<file path="src/rtl/portctl_kbfifo.sv">
// portctl_kbfifo: CPU I/O port decoder for the PS/2 keyboard (60h/64h) and the
// CGA CRTC register pair (3D4h/3D5h). Received set-2 scancodes are translated
// to XT set 1 and buffered in a FIFO; the CRTC block exposes cursor shape,
// cursor address and display start address.
module portctl_kbfifo #(
    parameter int unsigned FIFO_AW  = 4,
    parameter int unsigned CURSOR_W = 11
) (
    input  logic                clock,
    input  logic                reset_n,
    input  logic                port_clk,
    input  logic [15:0]         port,
    input  logic                port_w,
    input  logic [7:0]          port_o,
    output logic [7:0]          port_i,
    input  logic [7:0]          ps2_data,
    input  logic                ps2_hit,
    output logic                irq1,
    output logic [CURSOR_W-1:0] vga_cursor,
    output logic [CURSOR_W-1:0] vga_start,
    output logic [9:0]          cursor_shape
);

    localparam int unsigned DEPTH = 1 << FIFO_AW;

    localparam logic [15:0] P_KBD_DATA = 16'h0060;
    localparam logic [15:0] P_KBD_STAT = 16'h0064;
    localparam logic [15:0] P_CRTC_IDX = 16'h03D4;
    localparam logic [15:0] P_CRTC_DAT = 16'h03D5;

    typedef logic [FIFO_AW:0]   cnt_t;
    typedef logic [FIFO_AW-1:0] ptr_t;

    // AT set 2 make code to XT set 1 make code; unlisted codes pass through.
    function automatic logic [7:0] xlat(input logic [7:0] c);
        logic [7:0] r;
        r = c;
        case (c)
            8'h76: r = 8'h01; // ESC
            8'h05: r = 8'h3B; // F1
            8'h06: r = 8'h3C; // F2
            8'h04: r = 8'h3D; // F3
            8'h0C: r = 8'h3E; // F4
            8'h03: r = 8'h3F; // F5
            8'h0B: r = 8'h40; // F6
            8'h83: r = 8'h41; // F7
            8'h0A: r = 8'h42; // F8
            8'h01: r = 8'h43; // F9
            8'h09: r = 8'h44; // F10
            8'h78: r = 8'h57; // F11
            8'h07: r = 8'h58; // F12
            8'h0E: r = 8'h29; // `
            8'h16: r = 8'h02; // 1
            8'h1E: r = 8'h03; // 2
            8'h26: r = 8'h04; // 3
            8'h25: r = 8'h05; // 4
            8'h2E: r = 8'h06; // 5
            8'h36: r = 8'h07; // 6
            8'h3D: r = 8'h08; // 7
            8'h3E: r = 8'h09; // 8
            8'h46: r = 8'h0A; // 9
            8'h45: r = 8'h0B; // 0
            8'h4E: r = 8'h0C; // -
            8'h55: r = 8'h0D; // =
            8'h66: r = 8'h0E; // BS
            8'h0D: r = 8'h0F; // TAB
            8'h15: r = 8'h10; // Q
            8'h1D: r = 8'h11; // W
            8'h24: r = 8'h12; // E
            8'h2D: r = 8'h13; // R
            8'h2C: r = 8'h14; // T
            8'h35: r = 8'h15; // Y
            8'h3C: r = 8'h16; // U
            8'h43: r = 8'h17; // I
            8'h44: r = 8'h18; // O
            8'h4D: r = 8'h19; // P
            8'h54: r = 8'h1A; // [
            8'h5B: r = 8'h1B; // ]
            8'h5A: r = 8'h1C; // ENTER
            8'h14: r = 8'h1D; // LCTRL
            8'h1C: r = 8'h1E; // A
            8'h1B: r = 8'h1F; // S
            8'h23: r = 8'h20; // D
            8'h2B: r = 8'h21; // F
            8'h34: r = 8'h22; // G
            8'h33: r = 8'h23; // H
            8'h3B: r = 8'h24; // J
            8'h42: r = 8'h25; // K
            8'h4B: r = 8'h26; // L
            8'h4C: r = 8'h27; // ;
            8'h52: r = 8'h28; // '
            8'h12: r = 8'h2A; // LSHIFT
            8'h5D: r = 8'h2B; // backslash
            8'h1A: r = 8'h2C; // Z
            8'h22: r = 8'h2D; // X
            8'h21: r = 8'h2E; // C
            8'h2A: r = 8'h2F; // V
            8'h32: r = 8'h30; // B
            8'h31: r = 8'h31; // N
            8'h3A: r = 8'h32; // M
            8'h41: r = 8'h33; // ,
            8'h49: r = 8'h34; // .
            8'h4A: r = 8'h35; // /
            8'h59: r = 8'h36; // RSHIFT
            8'h7C: r = 8'h37; // KP *
            8'h11: r = 8'h38; // LALT
            8'h29: r = 8'h39; // SPACE
            8'h58: r = 8'h3A; // CAPS
            8'h77: r = 8'h45; // NUMLOCK
            8'h7E: r = 8'h46; // SCROLLLOCK
            8'h6C: r = 8'h47; // KP 7
            8'h75: r = 8'h48; // KP 8
            8'h7D: r = 8'h49; // KP 9
            8'h7B: r = 8'h4A; // KP -
            8'h6B: r = 8'h4B; // KP 4
            8'h73: r = 8'h4C; // KP 5
            8'h74: r = 8'h4D; // KP 6
            8'h79: r = 8'h4E; // KP +
            8'h69: r = 8'h4F; // KP 1
            8'h72: r = 8'h50; // KP 2
            8'h7A: r = 8'h51; // KP 3
            8'h70: r = 8'h52; // KP 0
            8'h71: r = 8'h53; // KP .
            default: r = c;
        endcase
        return r;
    endfunction

    logic [7:0]          r_mem [DEPTH];
    ptr_t                r_wr_ptr;
    ptr_t                r_rd_ptr;
    cnt_t                r_count;
    logic                r_ovf;
    logic                r_rel;
    logic                r_kbd_en;
    logic [7:0]          r_hold;
    logic [7:0]          r_port_i;
    logic [4:0]          r_idx;
    logic [4:0]          r_shape_start;
    logic [4:0]          r_shape_end;
    logic [CURSOR_W-1:0] r_cursor;
    logic [CURSOR_W-1:0] r_start;

    logic       w_rd;
    logic       w_wr;
    logic       w_empty;
    logic       w_full;
    logic [7:0] w_head;
    logic       w_is_f0;
    logic       w_is_prefix;
    logic [7:0] w_xlat;
    logic [7:0] w_enq_byte;
    logic       w_flush;
    logic       w_push_try;
    logic       w_pop;
    logic       w_push;
    logic       w_ovf_set;
    logic [7:0] w_crtc_rd;
    logic [7:0] w_rd_data;

    assign w_rd        = port_clk & ~port_w;
    assign w_wr        = port_clk & port_w;
    assign w_empty     = (r_count == '0);
    assign w_full      = (r_count == cnt_t'(DEPTH));
    assign w_head      = r_mem[r_rd_ptr];
    assign w_is_f0     = (ps2_data == 8'hF0);
    assign w_is_prefix = (ps2_data == 8'hE0) || (ps2_data == 8'hE1);
    assign w_xlat      = xlat(ps2_data);
    assign w_enq_byte  = w_is_prefix ? ps2_data : {r_rel | w_xlat[7], w_xlat[6:0]};

    // A flush drops any byte arriving on the same edge. When full, a push only
    // lands if a pop frees the slot on that same edge; otherwise it overflows.
    assign w_flush    = w_wr && (port == P_KBD_STAT) && (port_o == 8'hAE);
    assign w_push_try = ps2_hit & ~w_is_f0 & r_kbd_en & ~w_flush;
    assign w_pop      = w_rd && (port == P_KBD_DATA) && !w_empty;
    assign w_push     = w_push_try & (~w_full | w_pop);
    assign w_ovf_set  = w_push_try & w_full & ~w_pop;

    // CRTC data register readback, selected by the current index.
    always_comb begin
        w_crtc_rd = '0;
        case (r_idx)
            5'h0A:   w_crtc_rd = {3'b000, r_shape_start};
            5'h0B:   w_crtc_rd = {3'b000, r_shape_end};
            5'h0C:   w_crtc_rd = 8'(r_start >> 8);
            5'h0D:   w_crtc_rd = r_start[7:0];
            5'h0E:   w_crtc_rd = 8'(r_cursor >> 8);
            5'h0F:   w_crtc_rd = r_cursor[7:0];
            default: w_crtc_rd = '0;
        endcase
    end

    // Port read data mux; unmapped addresses float high.
    always_comb begin
        w_rd_data = '1;
        case (port)
            P_KBD_DATA: w_rd_data = w_empty ? r_hold : w_head;
            P_KBD_STAT: w_rd_data = {r_ovf, 5'b00000, ~r_kbd_en, ~w_empty};
            P_CRTC_IDX: w_rd_data = {3'b000, r_idx};
            P_CRTC_DAT: w_rd_data = w_crtc_rd;
            default:    w_rd_data = '1;
        endcase
    end

    // FIFO storage; contents need no reset since count gates visibility.
    always_ff @(posedge clock) begin
        if (w_push) begin
            r_mem[r_wr_ptr] <= w_enq_byte;
        end
    end

    // FIFO pointers and occupancy.
    always_ff @(posedge clock or negedge reset_n) begin
        if (!reset_n) begin
            r_wr_ptr <= '0;
            r_rd_ptr <= '0;
            r_count  <= '0;
        end else if (w_flush) begin
            r_wr_ptr <= '0;
            r_rd_ptr <= '0;
            r_count  <= '0;
        end else begin
            if (w_push) r_wr_ptr <= r_wr_ptr + ptr_t'(1);
            if (w_pop)  r_rd_ptr <= r_rd_ptr + ptr_t'(1);
            case ({w_push, w_pop})
                2'b10:   r_count <= r_count + cnt_t'(1);
                2'b01:   r_count <= r_count - cnt_t'(1);
                default: r_count <= r_count;
            endcase
        end
    end

    // Keyboard state: release prefix, sticky overflow (set beats clear), enable.
    always_ff @(posedge clock or negedge reset_n) begin
        if (!reset_n) begin
            r_rel    <= 1'b0;
            r_ovf    <= 1'b0;
            r_kbd_en <= 1'b1;
        end else begin
            if (ps2_hit) begin
                if (w_is_f0)           r_rel <= 1'b1;
                else if (!w_is_prefix) r_rel <= 1'b0;
            end
            if (w_ovf_set)                          r_ovf <= 1'b1;
            else if (w_rd && (port == P_KBD_STAT)) r_ovf <= 1'b0;
            if (w_wr && (port == P_KBD_STAT)) begin
                if (port_o == 8'hAD)      r_kbd_en <= 1'b0;
                else if (port_o == 8'hAE) r_kbd_en <= 1'b1;
            end
        end
    end

    // Read data register and last-popped hold byte.
    always_ff @(posedge clock or negedge reset_n) begin
        if (!reset_n) begin
            r_port_i <= '0;
            r_hold   <= '0;
        end else begin
            if (w_rd)  r_port_i <= w_rd_data;
            if (w_pop) r_hold   <= w_head;
        end
    end

    // CRTC index and data registers; high bytes carry bits [CURSOR_W-1:8].
    always_ff @(posedge clock or negedge reset_n) begin
        if (!reset_n) begin
            r_idx         <= '0;
            r_shape_start <= 5'd6;
            r_shape_end   <= 5'd7;
            r_start       <= '0;
            r_cursor      <= '0;
        end else if (w_wr) begin
            if (port == P_CRTC_IDX) begin
                r_idx <= port_o[4:0];
            end else if (port == P_CRTC_DAT) begin
                case (r_idx)
                    5'h0A: r_shape_start <= port_o[4:0];
                    5'h0B: r_shape_end   <= port_o[4:0];
                    5'h0C: r_start  <= (r_start & CURSOR_W'(8'hFF)) | (CURSOR_W'(port_o) << 8);
                    5'h0D: r_start  <= (r_start & ~CURSOR_W'(8'hFF)) | CURSOR_W'(port_o);
                    5'h0E: r_cursor <= (r_cursor & CURSOR_W'(8'hFF)) | (CURSOR_W'(port_o) << 8);
                    5'h0F: r_cursor <= (r_cursor & ~CURSOR_W'(8'hFF)) | CURSOR_W'(port_o);
                    default: ;
                endcase
            end
        end
    end

    assign port_i       = r_port_i;
    assign irq1         = ~w_empty & r_kbd_en;
    assign vga_cursor   = r_cursor;
    assign vga_start    = r_start;
    assign cursor_shape = {r_shape_start, r_shape_end};

endmodule

</file>
<file path="config.mk">
export PLATFORM = sky130hd
export DESIGN_NAME = portctl_kbfifo
export DESIGN_NICKNAME = d
export VERILOG_FILES = /design/src/rtl/portctl_kbfifo.sv
export SDC_FILE = /design/constraint.sdc
export NUM_CORES = 1
export LEC_CHECK = 0
export ABC_AREA = 1
export ABC_CLOCK_PERIOD_IN_PS = 2100
export BUFFER_PORTS_ARGS = -buffer_cell sky130_fd_sc_hd__buf_2
export CORE_MARGIN = 3
export CORE_UTILIZATION = 55
export DETAILED_ROUTE_END_ITERATION = 10
export PLACE_DENSITY = 0.76
export SETUP_SLACK_MARGIN = 0.2
export SLEW_MARGIN = 10
export SYNTH_ARGS = -nofsm -noshare
export SYNTH_HDL_FRONTEND = slang
export SYNTH_SLANG_ARGS = --single-unit
</file>
<file path="constraint.sdc">
create_clock -name clock -period 2.1 [get_ports clock]
set_clock_uncertainty 0.05 [all_clocks]
set_input_delay 0.525 -clock clock [delete_from_list [all_inputs] [get_ports clock]]
set_output_delay 0.525 -clock clock [all_outputs]
set_load 0.005 [all_outputs]
</file>
==> flow_summary.json <==
{
  "tightestPinTransition_ns": 0.559,
  "antennaDiodeCount": 0,
  "drive_above_1_share_pct": 43.4,
  "synth_edf_count": 128,
  "synth_area_um2": 10300,
  "async_reset_ff_share_pct": 35.0,
  "power_frac_seq_pct": 42.5,
  "gp_congestion": 0.978,
  "die_area_um2": 20400,
  "fin_crit_sh_pct": 109,
  "drtAntennaViolNets": 0,
  "failed_checks": "hold timing, setup timing",
  "switching_share_pct": 34.1,
  "clock.fmax_mhz": 437,
  "synth_top_family_by_area": "simple AND/OR/NAND/NOR gates",
  "htree_levels": 4,
  "grt_max_degree": 73,
  "hold_class": "in2async",
  "drc": 0,
  "top_level_ports": 78,
  "cts_tree": "built",
  "place_ws_ns": -0.542,
  "detailroute.via_count": 11700,
  "ys_seq_elements": 197,
  "clkTransAtPathRegs_ns": 0.08,
  "cap_viol_max_count": 0,
  "p_clk_share_pct": 32.7,
  "antenna_found_initial": 1,
  "core_area_um2": 18100,
  "grt_pass1_wl_um": 57400,
  "comb_power_share_pct": 24.8,
  "placed_cells": 1721,
  "rows": 49,
  "synthSimpleGateAreaFrac_pct": 30.5,
  "drtPass1Iterations": 7,
  "synth_nets": 1306,
  "min_period_ns": 2.29,
  "vias_per_cell": 6.35,
  "wire_per_inst_um": 23.7,
  "maxSlewViolCount": 0,
  "cts_sinks": 197,
  "avgSynthCellArea_um2": 8.15,
  "crit_type": "reg2reg",
  "final_nets": 1654,
  "finalCoreUtilization_pct": 88.1,
  "yosysTopAreaCellShare_pct": 37.4,
  "critPathLaunch": "r_count[2]",
  "leakage_nw": 7.21,
  "synth_compound_area_share_pct": 8.41,
  "p_per_area_nw_per_um2": 690,
  "synth_area_leader_cell": "edfxtp_1",
  "root_buffer": "clkbuf_16",
  "portBuffers": 77,
  "synthMuxAreaShare_pct": 0,
  "die_h_um": 143,
  "hold_ws_ns": -0.000877,
  "netlist_top_cells_count": "nand2_1, nor2_1, edfxtp_1",
  "ys_seq_area_share_pct": 54.3,
  "finalHoldViolCount": 1,
  "cp.required_ns": 2.39,
  "fin_ws_ns": -0.191,
  "hpwlAfterDp_um": 22300,
  "synth_most_common_cell": "nand2_1",
  "setup_tns_ns": -20.91,
  "synth.top_cells.by_area": "edfxtp_1, dfrtp_1, nand2_1",
  "insertion_delay_ns": 0.46,
  "r2r_start": "r_count[2]",
  "yosysWarnings": 0,
  "routed_wl_um": 43900,
  "synth_cell_types": 40,
  "intPower_mw": 7.27,
  "drtIter0Drc": 1894,
  "peakVddDrop_v": 0.000770,
  "synth_fa_ha_area_share_pct": 1.17,
  "area_growth_pct": 55.7,
  "relSlewSlack_pct": 62.7,
  "grt-ovfl-total": 0,
  "die_w_um": 143,
  "critPathArrivalTime_ns": 2.58,
  "first_global_vias": 10500,
  "track_usage_pct": 37.0,
  "syn_inst": 1260,
  "synth_flop_cell": "edfxtp_1",
  "synth_xor_xnor_area_share_pct": 0.341,
  "cts_buffers": 17,
  "instances_no_fill": 1850,
  "cts.path.max_buffers": 2,
  "start_util_pct": 56.6,
  "setup-violations-final": 227,
  "rsz0062_at_grt": "true",
  "critPathLaunchType": "register",
  "crit_fanout": 4,
  "outcome": "finished with violations",
  "p_sw_mw": 3.76,
  "end_kind": "register"
}
==> placed cells by master (no fill, tap or decap), types with 3 or more instances in the layout <==
cell         n
a21oi_1     39
a21oi_2      7
buf_12      23
buf_16       3
buf_2       69
buf_4      200
buf_6       52
buf_8        4
clkbuf_16   20
clkinv_8     6
dfrtp_1     60
dfrtp_2      3
dfstp_2      6
edfxtp_1   128
ha_1         6
inv_1       80
inv_12       5
inv_2       10
inv_4        3
inv_6        5
inv_8        7
nand2_1    290
nand2_2     48
nand2_4     28
nand2_8     20
nand3_1     72
nand3_2     21
nand3_4     11
nand4_1     18
nor2_1     111
nor2_2      43
nor2_4      78
nor3_1       4
nor3_2       4
o211ai_1    12
o21ai_0     74
o21ai_1     12
o21ai_2      5
o21ai_4      5
==> final timing paths <==
kind,end,slack (ns),cells after the start
max,r_count[4],-0.19,15
max reg2reg,r_count[4],-0.19,15
min,vga_cursor[3],-0.0009,1
min reg2reg,r_shape_start[2],0.46,2
min in group clock,vga_start[7],0.31,3
max in group asynchronous,vga_cursor[4],1.41,2
==> worst max-delay path: stages (launching register included) <==
cell and delay (ns):
dfrtp_1 0.41, nor2_2 0.16, nand4_1 0.15, nand2_2 0.12, nor2_4 0.05, nand2_2 0.09, inv_4 0.07, fa_2 0.38
nand3_2 0.08, nand2_2 0.08, xor2_2 0.17, inv_1 0.08, nand2_1 0.08, nand2_1 0.07, nand3_2 0.07, nand2_1 0.07
==> state kept, by name (all words and copies together), names as in the netlist <==
register       flops
port_i             8
r_count            5
r_hold             8
r_idx              5
r_kbd_en           1
r_mem            128
r_ovf              1
r_rd_ptr           4
r_rel              1
r_shape_end        5
r_shape_start      5
r_wr_ptr           4
vga_cursor        11
vga_start         11
==> timing repair <==
| action | 4_1_cts | 5_1_grt |
|---|---|---|
| gates cloned | 8 | 5 |
| hold buffers | 0 | 0 |
| pin swaps | 83 | 99 |
| hold endpoints to repair | 0 | 0 |
| resized for setup | 333 | 156 |
| buffers inserted | 50 | 34 |
| endpoints found under the setup margin | 266 | 278 |
==> layer usage <==
| metal | up-vias | global-route usage, % | share of wire, % |
|---|---|---|---|
| li1 | 4881 | - | - |
| met1 | 5421 | 47.4 | 34 |
| met2 | 1100 | 59.7 | 45 |
| met3 | 343 | 9.41 | 13 |
| met4 | 0 | 16.7 | 8.1 |
| met5 | - | 0 | 0 |
==> power by group through the flow <==
stage	Clock [mW]	Combinational [mW]	Sequential, mW
floorplan	0	0.864	4.72
CTS	3.57	2.25	4.65
global placement	0	1.57	4.72
detailed placement	0	1.60	4.73
finish	3.61	2.73	4.69
global route	3.76	2.81	4.70
==> logic make-up after synthesis <==
logic type,Yosys count
simple gates,752
compound gates,162
xor+xnor,4
flops,197
fa+ha+maj,9
buf+inv,136
==> per-stage QoR <==
stage	area [um^2]	power [mW]
2_1_floorplan	10600	5.59
3_3_place_gp	12600	6.28
3_5_place_dp	12600	6.33
4_1_cts	15000	10.5
5_1_grt	16000	11.3
6_report	16000	11.0
==> area by class of cell <==
cell class	instances	area (um^2)
Multi-Input combinational cell	932	5870
Sequential cell	197	5580
Timing Repair Buffer	354	3110
Fill cell	797	2150
Inverter	106	485
Clock buffer	17	425
Tap cell	229	287
Clock inverter	15	234
Power figures use the tool's default switching activity.
